**config.mk**
```make
export PLATFORM = sky130hd
export DESIGN_NAME = viterbi_dec_ctrl_flat
export DESIGN_NICKNAME = d
export VERILOG_FILES = /design/src/rtl/viterbi_dec_ctrl_pkg.sv /design/src/rtl/viterbi_dec_ctrl_if.sv /design/src/rtl/viterbi_dec_ctrl_surv_addr_ctr.sv /design/src/rtl/viterbi_dec_ctrl.sv /design/src/flat_wrapper.sv
export SDC_FILE = /design/constraint.sdc
export NUM_CORES = 1
export LEC_CHECK = 0
export ABC_AREA = 1
export CAP_MARGIN = 5
export CORE_MARGIN = 5
export CORE_UTILIZATION = 29
export CTS_CLUSTER_DIAMETER = 40
export DETAILED_ROUTE_END_ITERATION = 10
export SYNTH_ARGS = -nofsm -noshare
export SYNTH_HDL_FRONTEND = slang
export SYNTH_SLANG_ARGS = --single-unit
```
**constraint.sdc**
```tcl
create_clock -name clk -period 4.5 [get_ports clk]
set_input_delay 0.9 -clock clk [delete_from_list [all_inputs] [get_ports clk]]
set_output_delay 0.9 -clock clk [all_outputs]
set_load 0.005 [all_outputs]
```
**src/rtl/viterbi_dec_ctrl_pkg.sv**
```systemverilog
// ---------------------------------------------------------------------------
// viterbi_pkg
// Shared constants, controller state type and traceback helper functions for
// the hard-decision Viterbi decoder controller.
//   TB_DEPTH : survivor memory columns (= traceback window)
//   MAX_K    : largest supported constraint length
//   SW       : trellis state width (MAX_K-1)
//   AW       : survivor column address width
// ---------------------------------------------------------------------------
package viterbi_pkg;

  localparam int TB_DEPTH = 15;
  localparam int MAX_K    = 6;
  localparam int SW       = MAX_K - 1;
  localparam int NS_MAX   = 1 << SW;
  localparam int AW       = 4;

  localparam logic [2:0]    K_MIN     = 3'd3;
  localparam logic [2:0]    K_MAX     = 3'd6;
  localparam logic [AW-1:0] LAST_COL  = AW'(TB_DEPTH - 1);
  localparam logic [AW-1:0] FULL_FILL = AW'(TB_DEPTH);

  typedef enum logic {
    S_IDLE,
    S_TB
  } ctrl_state_t;

  function automatic logic k_legal(input logic [2:0] k);
    return (k >= K_MIN) && (k <= K_MAX);
  endfunction

  // Mask of the NS = 2^(K-1) live states; illegal K values give an arbitrary
  // mask, which is harmless because no symbol is accepted while K is illegal.
  function automatic logic [SW-1:0] state_mask(input logic [2:0] k);
    logic [SW:0] ns;
    ns = (SW+1)'(1) << (k - 3'd1);
    return SW'(ns - (SW+1)'(1));
  endfunction

  // Predecessor of state s given its decision bit d: the decision supplies
  // the bit shifted out when the encoder moved into s.
  function automatic logic [SW-1:0] pred_state(input logic [SW-1:0] s,
                                               input logic          d,
                                               input logic [2:0]    k);
    logic [SW-1:0] msb;
    msb = SW'(d) << (k - 3'd2);
    return ((s >> 1) | msb) & state_mask(k);
  endfunction

  // Circular decrement of a survivor column address.
  function automatic logic [AW-1:0] wrap_dec(input logic [AW-1:0] addr);
    return (addr == '0) ? LAST_COL : addr - AW'(1);
  endfunction

endpackage

```
**src/rtl/viterbi_dec_ctrl_if.sv**
```systemverilog
// ---------------------------------------------------------------------------
// viterbi_dec_ctrl_if
// Bundles everything between the controller and the decoder datapath:
// config (choose_constraint_length, flush), symbol handshake (sym_valid /
// sym_ready), ACS control (acs_en, acs_first, best_state), survivor memory
// write/read ports, decoded output (dec_valid, dec_bit) and status (busy,
// cfg_err).
//   master : the controller
//   slave  : the datapath / environment
// ---------------------------------------------------------------------------
interface viterbi_dec_ctrl_if;
  import viterbi_pkg::*;

  logic [2:0]        choose_constraint_length;
  logic              flush;
  logic              sym_valid;
  logic              sym_ready;
  logic              acs_en;
  logic              acs_first;
  logic              surv_wr_en;
  logic [AW-1:0]     surv_wr_addr;
  logic [SW-1:0]     best_state;
  logic [AW-1:0]     surv_rd_addr;
  logic [NS_MAX-1:0] surv_rd_data;
  logic              dec_valid;
  logic              dec_bit;
  logic              busy;
  logic              cfg_err;

  modport master (
    input  choose_constraint_length, flush, sym_valid, best_state, surv_rd_data,
    output sym_ready, acs_en, acs_first, surv_wr_en, surv_wr_addr,
           surv_rd_addr, dec_valid, dec_bit, busy, cfg_err
  );

  modport slave (
    output choose_constraint_length, flush, sym_valid, best_state, surv_rd_data,
    input  sym_ready, acs_en, acs_first, surv_wr_en, surv_wr_addr,
           surv_rd_addr, dec_valid, dec_bit, busy, cfg_err
  );

endinterface

```
**src/rtl/viterbi_dec_ctrl_surv_addr_ctr.sv**
```systemverilog
// ---------------------------------------------------------------------------
// surv_addr_ctr
// Modulo-TB_DEPTH up counter used as the survivor memory write pointer.
//   clk   : rising-edge clock
//   rst   : synchronous active-high reset
//   clr   : synchronous clear (stream flush)
//   inc   : advance by one column, wrapping TB_DEPTH-1 -> 0
//   count : current column
// ---------------------------------------------------------------------------
module surv_addr_ctr
  import viterbi_pkg::*;
(
  input  logic          clk,
  input  logic          rst,
  input  logic          clr,
  input  logic          inc,
  output logic [AW-1:0] count
);

  always_ff @(posedge clk) begin
    if (rst || clr) begin
      count <= '0;
    end else if (inc) begin
      count <= (count == LAST_COL) ? '0 : count + AW'(1);
    end
  end

endmodule

```
**src/rtl/viterbi_dec_ctrl.sv**
```systemverilog
// ---------------------------------------------------------------------------
// viterbi_dec_ctrl
// Sequencing controller for a hard-decision Viterbi decoder. Accepts one
// symbol per handshake, fires the ACS, writes the decision column into the
// circular survivor memory and, once the window is full, traces back
// TB_DEPTH columns from the ACS best state to emit one decoded bit.
//   clk : rising-edge clock
//   rst : synchronous active-high reset
//   bus : controller side (master) of viterbi_dec_ctrl_if
// ---------------------------------------------------------------------------
module viterbi_dec_ctrl
  import viterbi_pkg::*;
(
  input logic               clk,
  input logic               rst,
  viterbi_dec_ctrl_if.master bus
);

  ctrl_state_t   state_q, state_d;
  logic [AW-1:0] fill_q, fill_d;
  logic [AW-1:0] tb_cnt_q, tb_cnt_d;     // cycle index inside traceback (1..TB_DEPTH)
  logic [AW-1:0] rd_addr_q, rd_addr_d;
  logic [2:0]    k_q, k_d;
  logic [SW-1:0] s_q, s_d;               // traceback state
  logic          dec_valid_q, dec_valid_d;
  logic          dec_bit_q, dec_bit_d;
  logic [AW-1:0] wp;
  logic [SW-1:0] s_mask;
  logic          cfg_err;
  logic          ready;
  logic          accept;

  assign s_mask  = state_mask(k_q);
  assign cfg_err = !k_legal(k_q);
  // flush beats a pending symbol, so the handshake is withheld in that cycle.
  assign ready   = !rst && !bus.flush && (state_q == S_IDLE) && !cfg_err;
  assign accept  = ready && bus.sym_valid;

  surv_addr_ctr u_wp (
    .clk   (clk),
    .rst   (rst),
    .clr   (bus.flush),
    .inc   (accept),
    .count (wp)
  );

  always_comb begin
    // NOTE: every variable gets a default first so no path leaves one
    // unassigned, which would otherwise infer a latch.
    state_d     = state_q;
    fill_d      = fill_q;
    tb_cnt_d    = tb_cnt_q;
    rd_addr_d   = rd_addr_q;
    k_d         = k_q;
    s_d         = s_q;
    dec_valid_d = 1'b0;
    dec_bit_d   = dec_bit_q;

    // K may only change while the stream is empty.
    if ((state_q == S_IDLE) && (fill_q == '0)) begin
      k_d = bus.choose_constraint_length;
    end

    if (bus.flush) begin
      state_d = S_IDLE;
      fill_d  = '0;
    end else begin
      case (state_q)
        S_IDLE: begin
          if (accept) begin
            fill_d    = (fill_q == FULL_FILL) ? fill_q : fill_q + AW'(1);
            // The column written now is the newest one, i.e. (wp-1) once wp
            // has advanced; the first traceback read goes there.
            rd_addr_d = wp;
            tb_cnt_d  = AW'(1);
            if (fill_q >= LAST_COL) begin
              state_d = S_TB;
            end
          end
        end
        S_TB: begin
          rd_addr_d = wrap_dec(rd_addr_q);
          tb_cnt_d  = tb_cnt_q + AW'(1);
          // First cycle: ACS best state becomes valid. Later cycles: read data
          // for the address issued one cycle earlier steps to the predecessor.
          if (tb_cnt_q == AW'(1)) begin
            s_d = bus.best_state & s_mask;
          end else begin
            s_d = pred_state(s_q, bus.surv_rd_data[s_q], k_q);
          end
          if (tb_cnt_q == FULL_FILL) begin
            state_d     = S_IDLE;
            dec_valid_d = 1'b1;
            dec_bit_d   = s_d[0];
          end
        end
        default: state_d = S_IDLE;
      endcase
    end
  end

  always_ff @(posedge clk) begin
    // NOTE: registered state uses non-blocking assignments so every flop
    // samples the pre-edge values regardless of statement order.
    if (rst) begin
      state_q     <= S_IDLE;
      fill_q      <= '0;
      tb_cnt_q    <= '0;
      rd_addr_q   <= '0;
      k_q         <= K_MIN;
      s_q         <= '0;
      dec_valid_q <= 1'b0;
      dec_bit_q   <= 1'b0;
    end else begin
      state_q     <= state_d;
      fill_q      <= fill_d;
      tb_cnt_q    <= tb_cnt_d;
      rd_addr_q   <= rd_addr_d;
      k_q         <= k_d;
      s_q         <= s_d;
      dec_valid_q <= dec_valid_d;
      dec_bit_q   <= dec_bit_d;
    end
  end

  assign bus.sym_ready    = ready;
  assign bus.acs_en       = accept;
  assign bus.acs_first    = accept && (fill_q == '0);
  assign bus.surv_wr_en   = accept;
  assign bus.surv_wr_addr = wp;
  assign bus.surv_rd_addr = rd_addr_q;
  assign bus.dec_valid    = dec_valid_q;
  assign bus.dec_bit      = dec_bit_q;
  assign bus.busy         = !rst && (state_q == S_TB);
  assign bus.cfg_err      = !rst && cfg_err;

endmodule

```
**src/flat_wrapper.sv**
```systemverilog
// flat-port wrapper written by rule: the top's interface ports become plain ports
module viterbi_dec_ctrl_flat import viterbi_pkg::*;
  (clk, rst, bus_choose_constraint_length, bus_flush, bus_sym_valid, bus_best_state, bus_surv_rd_data, bus_sym_ready, bus_acs_en, bus_acs_first, bus_surv_wr_en, bus_surv_wr_addr, bus_surv_rd_addr, bus_dec_valid, bus_dec_bit, bus_busy, bus_cfg_err);
  viterbi_dec_ctrl_if bus_i ();
  input logic clk;
  input logic rst;
  input wire logic [$bits(bus_i.choose_constraint_length)-1:0] bus_choose_constraint_length;
  input wire logic [$bits(bus_i.flush)-1:0] bus_flush;
  input wire logic [$bits(bus_i.sym_valid)-1:0] bus_sym_valid;
  input wire logic [$bits(bus_i.best_state)-1:0] bus_best_state;
  input wire logic [$bits(bus_i.surv_rd_data)-1:0] bus_surv_rd_data;
  output wire logic [$bits(bus_i.sym_ready)-1:0] bus_sym_ready;
  output wire logic [$bits(bus_i.acs_en)-1:0] bus_acs_en;
  output wire logic [$bits(bus_i.acs_first)-1:0] bus_acs_first;
  output wire logic [$bits(bus_i.surv_wr_en)-1:0] bus_surv_wr_en;
  output wire logic [$bits(bus_i.surv_wr_addr)-1:0] bus_surv_wr_addr;
  output wire logic [$bits(bus_i.surv_rd_addr)-1:0] bus_surv_rd_addr;
  output wire logic [$bits(bus_i.dec_valid)-1:0] bus_dec_valid;
  output wire logic [$bits(bus_i.dec_bit)-1:0] bus_dec_bit;
  output wire logic [$bits(bus_i.busy)-1:0] bus_busy;
  output wire logic [$bits(bus_i.cfg_err)-1:0] bus_cfg_err;
  assign bus_i.choose_constraint_length = bus_choose_constraint_length;
  assign bus_i.flush = bus_flush;
  assign bus_i.sym_valid = bus_sym_valid;
  assign bus_i.best_state = bus_best_state;
  assign bus_i.surv_rd_data = bus_surv_rd_data;
  assign bus_sym_ready = bus_i.sym_ready;
  assign bus_acs_en = bus_i.acs_en;
  assign bus_acs_first = bus_i.acs_first;
  assign bus_surv_wr_en = bus_i.surv_wr_en;
  assign bus_surv_wr_addr = bus_i.surv_wr_addr;
  assign bus_surv_rd_addr = bus_i.surv_rd_addr;
  assign bus_dec_valid = bus_i.dec_valid;
  assign bus_dec_bit = bus_i.dec_bit;
  assign bus_busy = bus_i.busy;
  assign bus_cfg_err = bus_i.cfg_err;
  viterbi_dec_ctrl u_core (.clk(clk), .rst(rst), .bus(bus_i));
endmodule
```
==> results.txt <==
status = completed
Commonest cells post-synth = nand2_1 (74), inv_1 (34), nand3_1 (33), dfxtp_1 (27), a21oi_1 (22)
register area = 541 um^2
total gr overflow = 0
most frequent CP cell = clkdlybuf4s50_1
crit path kind = primary input to output port
total setup buffers inserted after CTS = 0
antenna violations before repair = 0
Peak Freq = 263 MHz
die outline height = 90.5 um
WP buf/inv = 3
Post-synth ARST share = 0%
cells along the critical path = clkdlybuf4s50_1, nor2_1, inv_2, nor2_4, nand2_4, nor4_1, clkdlybuf4s50_1
Hold EP = u_core.tb_cnt_q[3]
Netlist cell types = 32
Critical Path Fanout Max = 9
Ant. Diodes = 0
# DRC = 0
synth warn = 0
number of buffers created by CTS = 3
DRT Wirelength = 5190 um
Final period util = 84.5%
Critical Path AT = 2.90 ns
H-Tree Level Count = 1
dpl hpwl = 4020 um
worst min-delay path category = register to register
Slew @ Worst Pin = 0.831 ns
synthesized area per cell = 6.40 um^2
detailed-route via count = 2,021
multi-input logic area = 1140 um^2
post_cts resized = 0
routability cong. = 0.803
Pint = 0.000369 W
io pins = 60
Worst R2R End = u_core.s_q[0]
IO Port Bufs = 59
Yosys reg bits = 27
Mapped Cells = 294
first-pass GRT wire length = 8960 um
max-cap viol count = 0
Nets = 405
TNS Setup = 0 ns
Filler cells = 682
sequential share of the synthesized area = 28.7%
Layout area overhead = 36.9%
Req. time, crit path = 3.60 ns
final antenna-violating net count = 0
clock network fraction of total power = 27.9%
# rows = 29
Placeable Area = 6310 um^2
vias in the first global route = 1,892
worst-case reg-to-reg path depth = 11
skew final = 0.00202 ns
slowest stage cell on the critical path = clkdlybuf4s50_1
Worst Setup End Kind = output port
pre-CTS setup slack = 0.695 ns
Yosys top cell by area = dfxtp_1
Clock Latency Late Sink = 0.27 ns
final worst slack = 0.698 ns
share of the synthesized area in the top cell type = 28.7%
pwr dens = 196 nW/um^2
largest cells by area after synthesis = dfxtp_1 (29%), nand2_1 (15%), nand3_1 (8.8%), inv_1 (6.8%), ha_1 (6.7%)
Worst Setup Start Kind = primary input
Slew HR = 44.1%
TritonRoute pass-1 iters = 4
clock buffer depth = 2
clk root buf = clkbuf_8
VDD IR-drop max = 120 uV
Avg Vias per Cell = 4.73
Mapped Area = 1880 um^2
DR iter-0 viols = 78
switching power total = 0.000136 W
Starting Density = 29.8%
sequential fraction of design power = 49.5%
RSZ-0062 raised after global routing = no
Crit path max-delay family = buffers and inverters
layout cells sized above 1 = 5.43%
final setup vio count = 0
TritonCTS clock tree = built
die area = 8190 um^2
largest net degree at the start of global routing = 19
Die Wd = 90.5 um
WHS = 0.466 ns
syn nets = 348
Net Sw Frac = 26.9%
Post-synth EDFFs = 0
HP Start = u_core.tb_cnt_q[3]
reg2reg setup slack = 2.33 ns
Worst-path clk slew = 0.09 ns
most common cell in the netlist = nand2_1
WL/cell = 12.2 um
gr usage total = 12.7%
cell leakage power = 1.04 nW
minimum clock period = 3.80 ns
Reg-to-Reg Start = u_core.s_q[0]
Hold Path Depth = 2
Most used DFF post-synth = dfxtp_1
Comb power frac = 22.6%
clock sink total = 27
Slowest Stage Delay on Critical Path = 0.57 ns
Final Hold Violating Endpoints = 0
Final Max Tran Viols = 0
Hold-fix buffers, CTS = 0
total power = 0.000505 W
==> layout make-up <==
class / count / area share, %
timing repair buffer: 59 / 22.9
inverter: 41 / 6.22
sequential: 27 / 21.0
clock inverter: 1 / 0.194
multi-input combinational: 219 / 44.3
clock buffer: 3 / 1.60
tap: 77 / 3.74
==> worst min-delay path, delay by kind of cell (launching register included) <==
| kind | cells | cell delay [ns] |
|---|---|---|
| DFF | 1 | 0.32 |
| and+or+nand+nor | 1 | 0.06 |
| AOI/OAI and AO/OA | 1 | 0.05 |
==> worst max path at each step <==
stage                     to  startpoint  cells past startpoint
6_report       bus_acs_first         rst                      7
5_1_grt        bus_acs_first         rst                      7
4_1_cts        bus_acs_first         rst                      7
3_5_place_dp   bus_acs_first         rst                      7
3_3_place_gp   bus_acs_first         rst                      7
2_1_floorplan  bus_acs_first         rst                      6
==> cells in the final DEF (no fill, tap or decap) <==
cell type / Yosys / final
nand2_1: 74 / 74
clkdlybuf4s50_1: 0 / 59
inv_1: 34 / 34
nand3_1: 33 / 33
dfxtp_1: 27 / 27
a21oi_1: 22 / 22
nor2_1: 21 / 21
o21ai_0: 13 / 13
ha_1: 10 / 10
nor3_1: 7 / 7
o21ai_1: 7 / 7
inv_2: 5 / 5
nand4_1: 5 / 5
xor2_1: 4 / 4
a211oi_1: 4 / 4
o211ai_1: 3 / 3
clkbuf_8: 0 / 3
nand3_2: 2 / 2
nand2_4: 2 / 2
nor4_1: 2 / 2
clkinv_2: 1 / 2
a31oi_1: 2 / 2
o21ai_2: 1 / 1
nor2_4: 1 / 1
inv_6: 1 / 1
nor2_2: 1 / 1
nand2_2: 1 / 1
nor3b_1: 1 / 1
o22ai_1: 1 / 1
or2_0: 1 / 1
o311ai_0: 1 / 1
==> power groups by stage <==
stage	Combinational (W)	Clock, W	Sequential (W)
floorplan	0.0000559	0	0.000254
global placement	0.000113	0	0.000255
detailed placement	0.000114	0	0.000256
CTS	0.000115	0.000146	0.000250
global route	0.000129	0.000154	0.000251
finish	0.000114	0.000141	0.000250
==> layer usage <==
| metal | vias to the layer above | global-route usage (%) | routed length, um |
|---|---|---|---|
| li1 | 1089 | - | - |
| met1 | 873 | 17.6 | 2610 |
| met2 | 55 | 19.9 | 2210 |
| met3 | 4 | 3.17 | 345 |
| met4 | 0 | 2.61 | 30 |
| met5 | - | 0 | 0 |
==> stage by stage <==
step | instances | cell area [um^2] | util [%]
floorplan | 294 | 1880 | -
global placement | 423 | 2530 | 40.0
detailed placement | 423 | 2530 | 40.0
CTS | 427 | 2570 | 40.8
global route | 427 | 2570 | 40.8
finish | 427 | 2570 | 40.8
==> cells by family (layout without fill, tap and decap cells) <==
group	after synthesis	after routing	synth area share [%]
AOI/OAI and AO/OA	54	54	15.9
buffers and inverters	48	104	10.6
and+or+nand+nor	151	151	36.2
DFF	27	27	28.7
xor gates and xnor gates	4	4	1.86
adders and majority gates	10	10	6.65
==> registers in the layout, summed over array words and instances, names as in the netlist <==
signal / flops
u_core.bus.dec_bit: 1
u_core.tb_cnt_q: 4
u_core.bus.dec_valid: 1
u_core.s_q: 5
u_core.fill_q: 4
u_core.state_q: 1
u_core.u_wp.count: 4
u_core.k_q: 3
u_core.bus.surv_rd_addr: 4
Power figures use the tool's default switching activity.
